`src/rtl/spi_reg_pkg.sv`:
```
// ============================================================================
// Module  : spi_reg_pkg
// Purpose : Shared register-map constants and decode types for spi_reg_bank.
// Revision: 1.0 - initial release
// ============================================================================
`default_nettype none

package spi_reg_pkg;

    localparam int unsigned IDX_ID      = 0;
    localparam int unsigned IDX_STATUS  = 1;
    localparam int unsigned IDX_RW_BASE = 2;
    localparam int unsigned ERR_CNT_W   = 8;

    // Classification of one frame-end event.
    typedef enum logic [1:0] {
        ACC_NONE    = 2'd0,
        ACC_WRITE   = 2'd1,
        ACC_READ    = 2'd2,
        ACC_ILLEGAL = 2'd3
    } acc_e;

endpackage : spi_reg_pkg

`default_nettype wire

```
`src/rtl/spi_edge_det.sv`:
```
// ============================================================================
// Module  : spi_edge_det
// Purpose : Rising-edge detector; history flop resets high so a level that is
//           already asserted at reset release yields no edge.
// Revision: 1.0 - initial release
// ============================================================================
`default_nettype none

module spi_edge_det (
    input  logic clk,
    input  logic rst_n,
    input  logic d_i,
    output logic rise_o
);

    logic hist_q;

    always_ff @(posedge clk or negedge rst_n) begin
        if (!rst_n) begin
            hist_q <= 1'b1;
        end else begin
            hist_q <= d_i;
        end
    end

    assign rise_o = d_i & ~hist_q;

endmodule : spi_edge_det

`default_nettype wire

```
`src/rtl/spi_reg_bank.sv`:
```
// ============================================================================
// Module  : spi_reg_bank
// Purpose : SPI-attached register bank: ID, sticky STATUS, RW registers and a
//           saturating illegal-access counter.
// Revision: 1.0 - initial release
// ============================================================================
`default_nettype none

module spi_reg_bank
    import spi_reg_pkg::*;
#(
    parameter int                    DATA_WIDTH = 16,
    parameter int                    ADDR_WIDTH = 8,
    parameter int unsigned           NUM_RW     = 4,
    parameter logic [DATA_WIDTH-1:0] ID_VALUE   = 16'h0AD0,
    parameter logic [DATA_WIDTH-1:0] RW_RESET   = '0
) (
    input  logic                         clk,
    input  logic                         rst_n,
    input  logic [ADDR_WIDTH-1:0]        addr,
    input  logic                         txreq,
    input  logic                         spi_over,
    input  logic [DATA_WIDTH-1:0]        rxdata,
    output logic [DATA_WIDTH-1:0]        txdata,
    input  logic [DATA_WIDTH-1:0]        stat_in,
    output logic [NUM_RW*DATA_WIDTH-1:0] reg_q,
    output logic [NUM_RW-1:0]            wr_pulse,
    output logic [ERR_CNT_W-1:0]         err_cnt
);

    logic                  over_rise;
    logic [31:0]           idx;
    logic                  idx_rw;
    logic                  idx_mapped;
    acc_e                  acc;
    logic [DATA_WIDTH-1:0] rw_q [NUM_RW];
    logic [NUM_RW-1:0]     wr_pulse_q;
    logic [DATA_WIDTH-1:0] status_q;
    logic [DATA_WIDTH-1:0] status_d;
    logic                  clr_q;
    logic [ERR_CNT_W-1:0]  err_cnt_q;
    logic [DATA_WIDTH-1:0] txdata_q;
    logic [DATA_WIDTH-1:0] rd_mux;
    logic                  unused_rw_flag;

    spi_edge_det u_over_edge (
        .clk    (clk),
        .rst_n  (rst_n),
        .d_i    (spi_over),
        .rise_o (over_rise)
    );

    // The address MSB carries the SPI rw flag; direction comes from txreq only.
    assign unused_rw_flag = addr[ADDR_WIDTH-1];
    assign idx            = 32'(addr[ADDR_WIDTH-2:0]);
    assign idx_rw         = (idx >= IDX_RW_BASE) && (idx < IDX_RW_BASE + NUM_RW);
    assign idx_mapped     = (idx <= IDX_RW_BASE + NUM_RW);

    always_comb begin
        acc = ACC_NONE;
        if (over_rise) begin
            if (txreq) begin
                acc = idx_mapped ? ACC_READ : ACC_ILLEGAL;
            end else begin
                acc = idx_rw ? ACC_WRITE : ACC_ILLEGAL;
            end
        end
    end

    for (genvar k = 0; k < int'(NUM_RW); k++) begin : g_rw
        logic sel;
        assign sel = (acc == ACC_WRITE) && (idx == IDX_RW_BASE + unsigned'(k));

        always_ff @(posedge clk or negedge rst_n) begin
            if (!rst_n) begin
                rw_q[k]       <= RW_RESET;
                wr_pulse_q[k] <= 1'b0;
            end else begin
                wr_pulse_q[k] <= sel;
                if (sel) begin
                    rw_q[k] <= rxdata;
                end
            end
        end

        assign reg_q[k*DATA_WIDTH +: DATA_WIDTH] = rw_q[k];
    end

    // The clear lands one cycle after the read event; new events still set.
    always_comb begin
        status_d = status_q;
        if (clr_q) begin
            status_d = '0;
        end
        status_d = status_d | stat_in;
    end

    always_comb begin
        rd_mux = '0;
        if (idx == IDX_ID) begin
            rd_mux = ID_VALUE;
        end else if (idx == IDX_STATUS) begin
            rd_mux = status_q;
        end else if (idx == IDX_RW_BASE + NUM_RW) begin
            rd_mux = DATA_WIDTH'(err_cnt_q);
        end else begin
            for (int unsigned k = 0; k < NUM_RW; k++) begin
                if (idx == IDX_RW_BASE + k) begin
                    rd_mux = rw_q[k];
                end
            end
        end
    end

    always_ff @(posedge clk or negedge rst_n) begin
        if (!rst_n) begin
            status_q  <= '0;
            clr_q     <= 1'b0;
            err_cnt_q <= '0;
            txdata_q  <= '0;
        end else begin
            status_q <= status_d;
            clr_q    <= (acc == ACC_READ) && (idx == IDX_STATUS);
            if ((acc == ACC_ILLEGAL) && (err_cnt_q != '1)) begin
                err_cnt_q <= err_cnt_q + ERR_CNT_W'(1);
            end
            if (!spi_over) begin
                txdata_q <= rd_mux;
            end
        end
    end

    assign txdata   = txdata_q;
    assign wr_pulse = wr_pulse_q;
    assign err_cnt  = err_cnt_q;

endmodule : spi_reg_bank

`default_nettype wire

```
`config.mk`:
```
export PLATFORM = sky130hd
export DESIGN_NAME = spi_reg_bank
export DESIGN_NICKNAME = d
export VERILOG_FILES = /design/src/rtl/spi_reg_pkg.sv /design/src/rtl/spi_edge_det.sv /design/src/rtl/spi_reg_bank.sv
export SDC_FILE = /design/constraint.sdc
export NUM_CORES = 1
export LEC_CHECK = 0
export CORE_ASPECT_RATIO = 1.1
export CORE_MARGIN = 2
export CORE_UTILIZATION = 48
export DETAILED_ROUTE_END_ITERATION = 6
export PLACE_DENSITY = 0.85
export RECOVER_POWER = 25
export SETUP_SLACK_MARGIN = 0.05
export SKIP_LAST_GASP = 1
export SLEW_MARGIN = 15
export SYNTH_ARGS = -nofsm -noshare
export SYNTH_HDL_FRONTEND = slang
export SYNTH_SLANG_ARGS = --single-unit
```
`constraint.sdc`:
```
create_clock -name clk -period 2.6 [get_ports clk]
set_input_delay 0.78 -clock clk [delete_from_list [all_inputs] [get_ports clk]]
set_output_delay 0.78 -clock clk [all_outputs]
set_load 0.1 [all_outputs]
```
==> metrics.yaml <==
synth_area_per_cell_um2: 12.78
synth_top_area_share: 0.5460
vias: 3907
die_width_um: 101.3
synth_edf_count: 0
ys_warn_count: 0
dr_wl_met2_um: 6897
dp_slack_ns: -0.3454
rows: 39
endpoint_kind: "flop"
cts_root_buf: "clkbuf_16"
synth-seq-cells: 110
overflow: 0
place_inst: 663
yosysSeqAreaShare: 0.5512
synth_top_cell_by_area: "dfrtp_1"
io_buffers: 134
grt_util_all_layers: 0.2428
drive_above_1_share: 0.4029
ant_nets: 0
drcViolationCount: 0
cts_setup_buffers: 0
cts.sinks: 110
detail_route.wl_per_cell_um: 19.66
synth_nets: 436
area_growth_pct: 36.09
met3_length_um: 722
firstDrtPassIters: 5
utilization: 0.6635
ios: 136
tightest_slew_ns: 1.944
syn_area_mm2: 0.004996
antenna_found_initial: 0
clk_latency_ns: 0.35
finalMaxSlewViolations: 33
nFillCells: 789
clockBufferDepth: 2
fin_crit_sh: 0.9560
tns_ns: 0
place_congestion: 0.8265
ys.flop_type: "dfrtp_1"
hpwlAfterDp_um: 9747
skew_ns: 0.009301
dieArea_mm2: 0.01124
drv_cap: 1
layout.cells.non_filler: 679
setup_violations: 0
drtIter0Drc: 200
layout_setup_ws_ns: 0.1144
worst_ep_required_time_ns: 2.83
ir_worst_vdd_mv: 0.6014
clkTransAtPathRegs_ns: 0.07
path_max_fanout: 9
cts_tree: "done"
setup.worst_path.class: "input port to flop"
syn_inst: 391
fp.dieH_um: 111
grt_max_degree: 44
holdWs_ns: 0.4865
cts_made_buffers: 9
grt_pass1_wl_um: 21110
totalWireLength_um: 13350
coreArea_mm2: 0.01025
cp-start-kind: "input port"
cts-htree-levels: 3
via_per_inst: 5.754
min_path_type: "flop to flop"
design_area_mm2: 0.006799
rsz0062_at_grt: "no"
final_hold_viol_count: 0
postSynth.asyncResetShare: 1.000
max_freq_ghz: 0.4023
ys_types: 51
antenna_cells: 0
total_power_mw: 4.591
highest_layer: "met4"
synth.area.top_cells: "dfrtp_1 (55%), mux2_2 (13%), mux2i_1 (4.0%)"
powerDensity_mw_per_mm2: 675.3
fin_crit_ns: 2.486
mostFrequentLayoutCells: "buf_4 (124), dfrtp_1 (109), mux2_2 (57)"
mostFrequentLayoutCell: "buf_4"
drt-met1-wl_um: 5393
slew_headroom: -0.2958
cp.arrival_ns: 2.72
place_area_mm2: 0.006457
finalNetCount: 596
status: "finished, violations left"
grt_pass1_vias: 4087
p_leak_nw: 3.390
start_util: 0.4875
failed_checks: "max-capacitance violations, max-slew violations"
## cell type report
type / instances / area (µm²) / share of cell area
Multi-Input combinational cell: 241 / 2067 / 0.3040
Clock buffer: 10 / 239.0 / 0.03515
Sequential cell: 110 / 2754 / 0.4050
Inverter: 18 / 67.56 / 0.009937
Clock inverter: 6 / 93.84 / 0.01380
Tap cell: 123 / 153.9 / 0.02264
Timing Repair Buffer: 171 / 1424 / 0.2094
## logic make-up after synthesis
| kind of cell | Yosys count | synth area share |
|---|---|---|
| AND/OR/NAND/NOR | 69 | 0.08415 |
| adder cells (fa/ha/maj) | 1 | 0.002504 |
| multiplexers | 87 | 0.1986 |
| AO/OA/AOI/OAI | 80 | 0.1172 |
| buffers and inverters | 40 | 0.03932 |
| flip-flops | 110 | 0.5512 |
| XOR/XNOR | 4 | 0.007014 |
## final timing paths
check	to	from	slack, ns	depth (start not counted)
max in group asynchronous	txdata[8]	rst_n	0.52	1
worst min-delay path	status_q[14]	status_q[14]	0.49	1
worst max register to register	reg_q[55]	u_over_edge.hist_q	0.73	5
worst min register to register	status_q[14]	status_q[14]	0.49	1
min in group asynchronous	err_cnt[3]	rst_n	0.96	1
worst max-delay path	reg_q[55]	addr[6]	0.11	6
## report_power, final
group	switching [mW]	total, mW	internal (mW)
Sequential	0.125	1.92	1.79
Clock	0.642	1.52	0.880
Combinational	0.843	1.15	0.307
## per-layer routing
metal | GRT usage | up-vias
li1 | - | 1766
met1 | 0.2975 | 1979
met4 | 0.1000 | 0
met2 | 0.4097 | 135
met3 | 0.05422 | 27
met5 | 0 | -
## synthesized netlist by cell type, types with 5 or more instances
cell type,count
dfrtp_1,109
mux2_2,57
mux2i_1,20
inv_1,18
nand2_1,18
a21o_1,16
o22ai_1,16
clkbuf_1,12
nand2b_1,12
a222oi_1,10
mux2_4,10
o21ai_0,9
a21oi_1,7
nor2_1,7
nor3_1,5
o22a_1,5
o41ai_1,5
## worst max-delay path, cell delays in order
cell and delay (ns):
clkdlybuf4s50_1 0.49, nor4_4 0.29, nand2_2 0.12, or4b_4 0.55, buf_6 0.18, mux2_4 0.30
## state kept, by name, indices dropped and copies added, names as in the netlist
register            cells
clr_q                   1
err_cnt                 8
reg_q                  64
status_q               16
txdata                 16
u_over_edge.hist_q      1
wr_pulse                4
## what timing repair did
action / 4_1_cts / 5_1_grt
gates resized for setup: 4 / 1
endpoints found under the setup margin: 16 / 4
cloned: 0 / 0
pin swaps: 1 / 1
hold buffers: 0 / 0
(Power assumes the default switching activity.)
